File: src/rtl/rvj1_lsu_ctrl_pkg.sv
// Shared encodings for the load/store unit: command opcodes, FSM states,
// mcause codes and small decode helpers used by the controller and aligner.
package rvj1_lsu_ctrl_pkg;

    // ctrl[3] = store, ctrl[2] = unsigned load, ctrl[1:0] = access size
    typedef enum logic [3:0] {
        LSU_NO_CMD           = 4'b0000,
        LSU_LOAD_BYTE        = 4'b0001,
        LSU_LOAD_HALF_WORD   = 4'b0010,
        LSU_LOAD_WORD        = 4'b0011,
        LSU_LOAD_BYTE_U      = 4'b0101,
        LSU_LOAD_HALF_WORD_U = 4'b0110,
        LSU_STORE_BYTE       = 4'b1001,
        LSU_STORE_HALF_WORD  = 4'b1010,
        LSU_STORE_WORD       = 4'b1011
    } lsu_ctrl_e;

    typedef enum logic [1:0] {
        LSU_IDLE = 2'd0,
        LSU_REQ  = 2'd1,
        LSU_WAIT = 2'd2
    } lsu_state_e;

    localparam int LSU_STORE_BIT    = 3;
    localparam int LSU_UNSIGNED_BIT = 2;

    localparam logic [1:0] LSU_SIZE_BYTE = 2'b01;
    localparam logic [1:0] LSU_SIZE_HALF = 2'b10;
    localparam logic [1:0] LSU_SIZE_WORD = 2'b11;

    localparam logic [3:0] CSR_MCAUSE_LOAD_MISALIGNED    = 4'd4;
    localparam logic [3:0] CSR_MCAUSE_LOAD_ACCESS_FAULT  = 4'd5;
    localparam logic [3:0] CSR_MCAUSE_STORE_MISALIGNED   = 4'd6;
    localparam logic [3:0] CSR_MCAUSE_STORE_ACCESS_FAULT = 4'd7;

    function automatic logic lsu_is_op(input logic [3:0] ctrl);
        case (ctrl)
            LSU_LOAD_BYTE, LSU_LOAD_HALF_WORD, LSU_LOAD_WORD,
            LSU_LOAD_BYTE_U, LSU_LOAD_HALF_WORD_U,
            LSU_STORE_BYTE, LSU_STORE_HALF_WORD, LSU_STORE_WORD: return 1'b1;
            default:                                             return 1'b0;
        endcase
    endfunction

    function automatic logic lsu_is_known(input logic [3:0] ctrl);
        return lsu_is_op(ctrl) || (ctrl == LSU_NO_CMD);
    endfunction

    function automatic logic lsu_misaligned(input logic [1:0] size, input logic [1:0] off);
        case (size)
            LSU_SIZE_HALF: return off[0];
            LSU_SIZE_WORD: return off != 2'b00;
            default:       return 1'b0;
        endcase
    endfunction

    function automatic logic [3:0] lsu_exc_cause(input logic is_store, input logic misaligned);
        if (is_store)
            return misaligned ? CSR_MCAUSE_STORE_MISALIGNED : CSR_MCAUSE_STORE_ACCESS_FAULT;
        return misaligned ? CSR_MCAUSE_LOAD_MISALIGNED : CSR_MCAUSE_LOAD_ACCESS_FAULT;
    endfunction

endpackage

File: src/rtl/rvj1_lsu_align.sv
// Byte-lane steering: byte enables and store replication for the bus side,
// lane selection plus sign/zero extension for returning load data.
module rvj1_lsu_align
    import rvj1_lsu_ctrl_pkg::*;
(
    input  logic [3:0]  ctrl_i,
    input  logic [1:0]  offset_i,
    input  logic [31:0] wdata_i,
    input  logic [31:0] rdata_i,
    output logic [3:0]  be_o,
    output logic [31:0] wdata_o,
    output logic [31:0] rdata_o
);

    logic [7:0]  byte_sel;
    logic [15:0] half_sel;
    logic        sext;

    always_comb begin
        byte_sel = rdata_i[{offset_i, 3'b000} +: 8];
        half_sel = offset_i[1] ? rdata_i[31:16] : rdata_i[15:0];
        sext     = ~ctrl_i[LSU_UNSIGNED_BIT];
        be_o     = 4'b0000;
        wdata_o  = wdata_i;
        rdata_o  = rdata_i;
        case (ctrl_i[1:0])
            LSU_SIZE_BYTE: begin
                be_o    = 4'b0001 << offset_i;
                wdata_o = {4{wdata_i[7:0]}};
                rdata_o = {{24{sext & byte_sel[7]}}, byte_sel};
            end
            LSU_SIZE_HALF: begin
                be_o    = 4'b0011 << offset_i;
                wdata_o = {2{wdata_i[15:0]}};
                rdata_o = {{16{sext & half_sel[15]}}, half_sel};
            end
            LSU_SIZE_WORD: be_o = 4'b1111;
            default:       be_o = 4'b0000;
        endcase
    end

endmodule

File: src/rtl/rvj1_lsu_ctrl.sv
// Load/store sequencer: accepts one command at a time and runs it over a
// req/gnt/rvalid bus, reporting completion or an mcause-coded exception.
//
//  state    | meaning
//  ---------+-----------------------------------------------------------
//  LSU_IDLE | ready for a command; misaligned commands fault here
//  LSU_REQ  | data_req_o high, bus fields held from registers until gnt
//  LSU_WAIT | request granted, waiting for rvalid (or timeout)
module rvj1_lsu_ctrl
    import rvj1_lsu_ctrl_pkg::*;
#(
    parameter int unsigned TIMEOUT_CYC = 0
) (
    input  logic        clk_i,
    input  logic        rstn_i,
    input  logic        cmd_valid_i,
    output logic        cmd_ready_o,
    input  logic [3:0]  cmd_ctrl_i,
    input  logic [31:0] cmd_addr_i,
    input  logic [31:0] cmd_wdata_i,
    output logic        done_o,
    output logic [31:0] rdata_o,
    output logic        exc_o,
    output logic [3:0]  exc_cause_o,
    output logic [31:0] exc_tval_o,
    output logic        data_req_o,
    input  logic        data_gnt_i,
    output logic [31:0] data_addr_o,
    output logic        data_we_o,
    output logic [3:0]  data_be_o,
    output logic [31:0] data_wdata_o,
    input  logic        data_rvalid_i,
    input  logic        data_err_i,
    input  logic [31:0] data_rdata_i
);

    localparam int unsigned TMR_W = (TIMEOUT_CYC > 1) ? $clog2(TIMEOUT_CYC) : 1;
    localparam logic [TMR_W-1:0] TMR_LOAD = TMR_W'((TIMEOUT_CYC > 0) ? TIMEOUT_CYC - 1 : 0);

    lsu_state_e        state_q, state_d;
    logic [3:0]        ctrl_q, ctrl_d;
    logic [31:0]       addr_q, addr_d;
    logic [31:0]       wdata_q, wdata_d;
    logic [TMR_W-1:0]  tmr_q, tmr_d;
    logic              tmo;
    logic              cmd_mis;
    logic [31:0]       ld_data;

    rvj1_lsu_align u_align (
        .ctrl_i   (ctrl_q),
        .offset_i (addr_q[1:0]),
        .wdata_i  (wdata_q),
        .rdata_i  (data_rdata_i),
        .be_o     (data_be_o),
        .wdata_o  (data_wdata_o),
        .rdata_o  (ld_data)
    );

    // Down-counter reloaded on entering REQ/WAIT; zero means the budget is spent.
    assign tmo         = (TIMEOUT_CYC != 0) && (tmr_q == '0);
    assign cmd_mis     = lsu_misaligned(cmd_ctrl_i[1:0], cmd_addr_i[1:0]);
    assign data_addr_o = {addr_q[31:2], 2'b00};
    assign data_we_o   = ctrl_q[LSU_STORE_BIT];

    always_comb begin
        state_d     = state_q;
        ctrl_d      = ctrl_q;
        addr_d      = addr_q;
        wdata_d     = wdata_q;
        tmr_d       = tmr_q;
        cmd_ready_o = 1'b0;
        done_o      = 1'b0;
        rdata_o     = '0;
        exc_o       = 1'b0;
        exc_cause_o = '0;
        exc_tval_o  = '0;
        data_req_o  = 1'b0;
        case (state_q)
            LSU_IDLE: begin
                cmd_ready_o = 1'b1;
                if (cmd_valid_i && lsu_is_op(cmd_ctrl_i)) begin
                    if (cmd_mis) begin
                        exc_o       = 1'b1;
                        exc_cause_o = lsu_exc_cause(cmd_ctrl_i[LSU_STORE_BIT], 1'b1);
                        exc_tval_o  = cmd_addr_i;
                    end else begin
                        ctrl_d  = cmd_ctrl_i;
                        addr_d  = cmd_addr_i;
                        wdata_d = cmd_wdata_i;
                        tmr_d   = TMR_LOAD;
                        state_d = LSU_REQ;
                    end
                end
            end
            LSU_REQ: begin
                if (tmo) begin
                    exc_o       = 1'b1;
                    exc_cause_o = lsu_exc_cause(ctrl_q[LSU_STORE_BIT], 1'b0);
                    exc_tval_o  = addr_q;
                    state_d     = LSU_IDLE;
                end else begin
                    data_req_o = 1'b1;
                    if (data_gnt_i) begin
                        tmr_d   = TMR_LOAD;
                        state_d = LSU_WAIT;
                    end else begin
                        tmr_d = tmr_q - TMR_W'(1);
                    end
                end
            end
            LSU_WAIT: begin
                if (data_rvalid_i) begin
                    state_d = LSU_IDLE;
                    if (data_err_i) begin
                        exc_o       = 1'b1;
                        exc_cause_o = lsu_exc_cause(ctrl_q[LSU_STORE_BIT], 1'b0);
                        exc_tval_o  = addr_q;
                    end else begin
                        done_o  = 1'b1;
                        rdata_o = ld_data;
                    end
                end else if (tmo) begin
                    exc_o       = 1'b1;
                    exc_cause_o = lsu_exc_cause(ctrl_q[LSU_STORE_BIT], 1'b0);
                    exc_tval_o  = addr_q;
                    state_d     = LSU_IDLE;
                end else begin
                    tmr_d = tmr_q - TMR_W'(1);
                end
            end
            default: state_d = LSU_IDLE;
        endcase
    end

    always_ff @(posedge clk_i or negedge rstn_i) begin
        if (!rstn_i) begin
            state_q <= LSU_IDLE;
            ctrl_q  <= '0;
            addr_q  <= '0;
            wdata_q <= '0;
            tmr_q   <= '0;
        end else begin
            state_q <= state_d;
            ctrl_q  <= ctrl_d;
            addr_q  <= addr_d;
            wdata_q <= wdata_d;
            tmr_q   <= tmr_d;
        end
    end

    a_ctrl_known: assert property (@(posedge clk_i) disable iff (!rstn_i)
        (cmd_valid_i && cmd_ready_o) |-> lsu_is_known(cmd_ctrl_i));

endmodule

File: config.mk
export PLATFORM = sky130hd
export DESIGN_NAME = rvj1_lsu_ctrl
export DESIGN_NICKNAME = d
export VERILOG_FILES = /design/src/rtl/rvj1_lsu_ctrl_pkg.sv /design/src/rtl/rvj1_lsu_align.sv /design/src/rtl/rvj1_lsu_ctrl.sv
export SDC_FILE = /design/constraint.sdc
export NUM_CORES = 1
export LEC_CHECK = 0
export BUFFER_PORTS_ARGS = -buffer_cell sky130_fd_sc_hd__buf_2
export CAP_MARGIN = 15
export CORE_UTILIZATION = 25
export DETAILED_ROUTE_END_ITERATION = 8
export SYNTH_ARGS = -nofsm -noshare
export SYNTH_HDL_FRONTEND = slang
export SYNTH_SLANG_ARGS = --single-unit
File: constraint.sdc
create_clock -name clk_i -period 2.2 [get_ports clk_i]
set_input_delay 0.44 -clock clk_i [delete_from_list [all_inputs] [get_ports clk_i]]
set_output_delay 0.44 -clock clk_i [all_outputs]
set_load 0.005 [all_outputs]
# Word-level counts from Yosys, hierarchy flattened
# Memory sizes are Yosys's and may differ from the RTL's.
# Cells that the tools add are included.
# word_totals
in_bits	106
regBits	70
n_memories	1
ramBits	0
rom_bits	16
latchBits	0
elab_cells	74
# memory_table
name	depth	width	rd	rd_ports_with_merged_regs	write_ports	line	rtl
(no name shown)	16	1	1	0	0	rvj1_lsu_ctrl_pkg.sv:37	case (ctrl)
# classes
n_reduce_logical	5
n_eq_ne	11
div	0
muxes	46
addsub	0
multipliers	0
n_shift	3
bitwise	4
magnitude_cmp	0
# ops
op	count
$mux 32	7
$pmux 32 s2	3
$mux 4	8
$shiftx 32x6->8	1
$mux 1	18
$mux 16	1
$pmux 4 s3	1
$eq 2x2->1 const B	5
$mux 2	4
$ne 2x2->1 const B	4
$pmux 4 s2	1
$pmux 2 s3	1
$eq 2x1->1 const B	2
$pmux 1 s2	2
$reduce_and 4->1	1
$shl 1x2->4 const A	1
$shl 2x2->4 const A	1
$reduce_and 3->1	1
$and 1x1->1	2
$logic_not 2->1	1
$not 1->1	2
$reduce_bool 2->1	1
$logic_and 1x1->1	1

# Depth between registers and ports, before layout
# logic_depth
depth_word	9
mapped_depth	9
depth_no_buf	6

# Hierarchy
# A second synthesis with hierarchy kept.
# unflattened
cells_unflattened	482
hier_area_um2	4839.6
# modules_own_cells
module	area_each_um2	n_inst	cells_each	seq_area_each_um2
rvj1_lsu_ctrl	3557.2	1	280	1751.7
rvj1_lsu_align	1282.5	1	202	0.0

# Worst setup path after synthesis
# OpenSTA, ideal clock, no wires.
# synth_timing
kind	input-to-output
from	input port cmd_ctrl_i[0]
to	output port exc_cause_o[2]
t_arrival_ns	1.677
required_time_ns	1.760
path_buffers	1
path_slack_ns	0.083
path_stages	7
path_cell_list	inv_1 ha_1 and3b_1 o21ai_2 nor2_2 or2_2 buf_4
# synth_via
elab_chain_cells	5
elab_cells_between_ends	9
# synth_rtl
item	line	rtl
start, declared	rvj1_lsu_ctrl.sv:18	input logic [3:0] cmd_ctrl_i,
$mem_v2 16x1 / $eq 2x2->1 (equally long branches)	n/a	
$mux 1 / $pmux 1 s2 (equally long branches)	rvj1_lsu_ctrl.sv:78, rvj1_lsu_ctrl_pkg.sv:50	
$logic_and 1x1->1 / $mux 4 (equally long branches)	rvj1_lsu_ctrl.sv:81, rvj1_lsu_ctrl.sv:82	
$mux 4 (*)	rvj1_lsu_ctrl.sv:81	if (cmd_valid_i && lsu_is_op(cmd_ctrl_i)) begin
$pmux 4 s2 (*)	rvj1_lsu_ctrl.sv:78	case (state_q)
end, declared	rvj1_lsu_ctrl.sv:24	output logic [3:0] exc_cause_o,
# Mark *: on every way between the ends. The rest lies on a longest branch, timed or not. The select of a mux whose other input is x is not followed.

# Final worst setup path
# layout_timing
from	register ctrl_q[1]
to	output port rdata_o[7]
# layout_via
elab_chain_cells	5
elab_cells_between_ends	6
# layout_rtl
item	line	rtl
start, declared	rvj1_lsu_ctrl.sv:41	logic [3:0] ctrl_q, ctrl_d;
start signal, assigned	rvj1_lsu_ctrl.sv:144	ctrl_q <= ctrl_d;
$eq 2x2->1 / $eq 2x1->1 (equally long branches)	rvj1_lsu_align.sv:26	case (ctrl_i[1:0])
$pmux 32 s2 (*)	rvj1_lsu_align.sv:26	
$mux 32 (*)	rvj1_lsu_ctrl.sv:114	if (data_err_i) begin
$mux 32 (*)	rvj1_lsu_ctrl.sv:112	if (data_rvalid_i) begin
$mux 32 (*)	rvj1_lsu_ctrl.sv:78	
end, declared	rvj1_lsu_ctrl.sv:22	output logic [31:0] rdata_o,
# Mark *: on every way between the ends. The rest lies on a longest branch, timed or not.

==> run summary <==
The run finished, with violations left. The checks that failed: setup timing. For the part of the Yosys area used for sequential elements, the log shows 0.369.

The tools report the setup slack on the worst flop-to-flop path as 0.07 ns. The H-tree generated during clock tree synthesis spans 3 levels. The logs give 0 for the count of endpoints failing hold in the final timing report and 0.00532 ns for the worst setup skew after layout. The library cells used most frequently in the layout, excluding fill and tap cells, are 238 x sky130_fd_sc_hd__buf_2, 68 x sky130_fd_sc_hd__dfrtp_1, 49 x sky130_fd_sc_hd__mux2_2. For the total placed instance area, the log shows 0.00621 mm^2. The switching part of the total came out at 0.390. The number of maximum-capacitance constraint violations was 0.

The first detailed-routing pass ran for 5 iterations. For this design, the CTS-stage hold fixing added 0 buffers. A synthesized cell averages 10.5 um^2. The initial cell density of the core came out at 0.255. The die covers 0.0196 mm^2.

The tools report the internal power consumption as 5.91 mW. The area growth from synthesis to layout is 60.2%. The tree is rooted in a sky130_fd_sc_hd__clkbuf_16.

The initial antenna violation count is 3. The share of cells above drive strength 1 was 0.702; the highest ir drop seen on vdd was 0.000494 V. The routed layout has 4673 vias. In this run, CTS created clock tree buffers numbering 9. The sum of routed wire segments on met1 was 6650 um. The path class of the tightest hold or removal check is input port to async pin.

Setup violations remaining at the end of the flow were counted as 89. STA classifies the critical path startpoint as a register. Counting along the longest clock path gives a buffer depth of 2. For this run the aggregate overflow at the end of global routing stands at 0. The final routed wirelength across all metal layers was 16700 um. Number of DRC violations after detailed routing: 0. The library cell used most frequently in the layout, excluding fill and tap cells, is sky130_fd_sc_hd__buf_2. The count of port buffers added during placement was 243; the clock insertion delay at the later pin of the skew report was 0.33 ns. The path depth of the worst reg2reg path was 8.

The initialized floorplan defines 50 standard-cell rows. The net count of the finished layout is 833. The met3 layer wire length in the routed design is 1130 um, and the static leakage is 3.77 nW. The run gives 407 MHz as the top achievable clock speed. The flop and latch count out of synthesis was 70; the post-route fraction of the period consumed by the critical path was 1.12. The total negative slack is -11.93 ns. Dividing total power by cell area gives a power density of 1270 mW/mm^2. The wire length of the first global-routing pass is 24800 um, and the final number of max-transition violations is 0. The finished cells cover 0.00761 mm^2. The arrival time of the worst setup path was 2.02 ns. Routability-driven placement finished with a final weighted congestion of 0.843. The cell area after technology mapping is 0.00475 mm^2, and the clock edge transition at the registers on the reported setup and hold paths is 0.06 ns. The tools report the fill cell total of the finished layout as 1834.

Launch point of the worst reg-to-reg path: state_q[0]$_DFFE_PN0P_. The Yosys step of the flow raised 0 warnings. The multi-input logic area was 0.00294 mm^2; the number of violations reported at the end of detailed-routing iteration 0 was 221. Hold is met by 0.0196 ns. The total area inside the core boundary comes to 0.0186 mm^2. The data required time of the worst path was 1.76 ns. Reported net switching power: 3.78 mW. The HPWL after detailed placement is 11700 um. In this run the horizontal extent of the chip is 140 um.

For the share of power burned in the clock network, the log shows 0.147. Synthesis instantiated 43 different standard cells from the library. Wire segments on met2 add up to 8730 um in the final route. The number of global-route vias before repair is 4518, and the number of nets with antenna violations after detailed routing is 0. In the final layout, flip-flops and latches occupy 0.00175 mm^2. Signal routing reaches up to met5.

For this design the top-level I/O count stands at 247. Clock tree synthesis found a total of 70 sinks. Setup repair after global routing could not meet its margin everywhere. The tools report the reg-to-reg endpoint as wdata_q[31]$_DFFE_PN0P_. The part of the power in combinational logic came out at 0.609. The routed wirelength normalized by instance count is 17.4 um, and the maximum number of pins on one net before global-route repair is 46. Synthesis produced 451 cells. The final period demand of the worst path is 2.46 ns. The tools report the type of element capturing the critical path as an output pin.

TritonCTS built the clock tree. The floorplan step set the die height to 140 um. The setup slack after layout was -0.256 ns; the part of the total power dissipated in sequential elements was 0.244. In the routed layout, each cell is associated on average with a via count of 4.86. The all-layer global routing usage was 0.160; the highest fanout seen on the critical path was 4.

Critical path class: register to output pin.
-- critical path, cell delays in order, from the launching register on --
cell	delay, ns
sky130_fd_sc_hd__dfrtp_1	0.38
sky130_fd_sc_hd__inv_2	0.12
sky130_fd_sc_hd__ha_4	0.20
sky130_fd_sc_hd__buf_4	0.14
sky130_fd_sc_hd__nand2_4	0.05
sky130_fd_sc_hd__nor3_2	0.28
sky130_fd_sc_hd__buf_4	0.16
sky130_fd_sc_hd__nor2_1	0.03
sky130_fd_sc_hd__a31oi_1	0.16
sky130_fd_sc_hd__buf_2	0.15
-- final cells by class --
cell class,instances,share of cell area
antenna,2,0.000658
clock buffer,12,0.0311
tap,234,0.0385
multi-input combinational,298,0.386
sequential,70,0.231
timing repair buffer,331,0.300
clock inverter,4,0.00625
inverter,10,0.00724
-- registers in the layout (all words and copies together) (netlist names) --
| signal | count |
|---|---|
| ctrl_q | 4 |
| addr_q | 32 |
| state_q | 2 |
| wdata_q | 32 |
-- logic make-up (layout without fill, tap and decap cells) --
| kind of cell | after synthesis | after routing | share of synthesized area |
|---|---|---|---|
| AO/OA/AOI/OAI | 140 | 140 | 0.221 |
| buffers and inverters | 85 | 357 | 0.119 |
| multiplexers | 81 | 81 | 0.205 |
| flip-flops | 70 | 70 | 0.369 |
| AND/OR/NAND/NOR | 67 | 67 | 0.0669 |
| adder cells (fa/ha/maj) | 7 | 7 | 0.0184 |
| other | 1 | 5 | 0.000790 |
-- stage by stage --
stage / cells / util / setup WS [ns] / power (mW)
after floorplan: 453 / - / 0.0828 / 4.74
after global placement: 906 / 0.333 / -0.230 / 6.18
after detailed placement: 906 / 0.333 / -0.248 / 6.22
after CTS: 942 / 0.373 / -0.228 / 8.55
after global routing: 960 / 0.408 / -0.348 / 10.3
final: 961 / 0.408 / -0.256 / 9.69
-- synthesized netlist by cell type (all sizes together) --
master	instances	share of area
o21ai	12	0.013
or2	1	0.0013
dfrtp	70	0.37
and3b	1	0.0018
a21o	17	0.027
and4b	1	0.0021
mux2	69	0.18
o2bb2ai	8	0.015
mux2i	12	0.025
nand3	8	0.0084
a21oi	12	0.013
a31oi	18	0.024
ha	7	0.018
a222oi	4	0.0084
a21boi	4	0.0063
o21a	2	0.0032
a22oi	8	0.013
a211oi	1	0.0042
a22o	42	0.077
nor2b	2	0.0032
o22ai	10	0.013
nor2	24	0.020
nand2	20	0.016
and2	1	0.0013
clkbuf	16	0.013
o22a	1	0.0018
nand2b	2	0.0026
conb	1	0.00079
nand4bb	1	0.0024
inv	10	0.0079
nor3b	1	0.0026
o21bai	1	0.0016
buf	59	0.099
nor3	5	0.0053
-- power by group through the flow --
stage	clock network (mW)	registers [mW]	logic (mW)
finish	1.42	2.37	5.90
global route	1.51	2.44	6.31
CTS	1.45	2.30	4.80
detailed placement	0	2.30	3.92
global placement	0	2.30	3.88
floorplan	0	2.13	2.61
-- how the worst max path moves through the flow --
stage / depth (start not counted) / from / slack [ns] / end
floorplan: 7 / cmd_ctrl_i[0] / 0.08 / exc_cause_o[2]
global placement: 7 / ctrl_q[0]$_DFFE_PN0P_ / -0.23 / rdata_o[1]
detailed placement: 7 / ctrl_q[0]$_DFFE_PN0P_ / -0.25 / rdata_o[2]
CTS: 9 / ctrl_q[1]$_DFFE_PN0P_ / -0.23 / rdata_o[18]
global route: 9 / ctrl_q[1]$_DFFE_PN0P_ / -0.35 / rdata_o[7]
finish: 9 / ctrl_q[1]$_DFFE_PN0P_ / -0.26 / rdata_o[7]
-- timing repair --
item / 4_1_cts / 5_1_grt
endpoints found under the setup margin: 94 / 93
gates cloned: 4 / 3
gates resized for setup: 73 / 108
setup buffers: 17 / 22
pin swaps: 12 / 74
-- metal layers --
metal / vias to the layer above / track usage
li1: 2179 / -
met1: 2290 / 0.188
met5: - / 0
met4: 2 / 0.0382
met3: 21 / 0.0396
met2: 181 / 0.290
No activity file was read; power rests on OpenSTA's default activity.
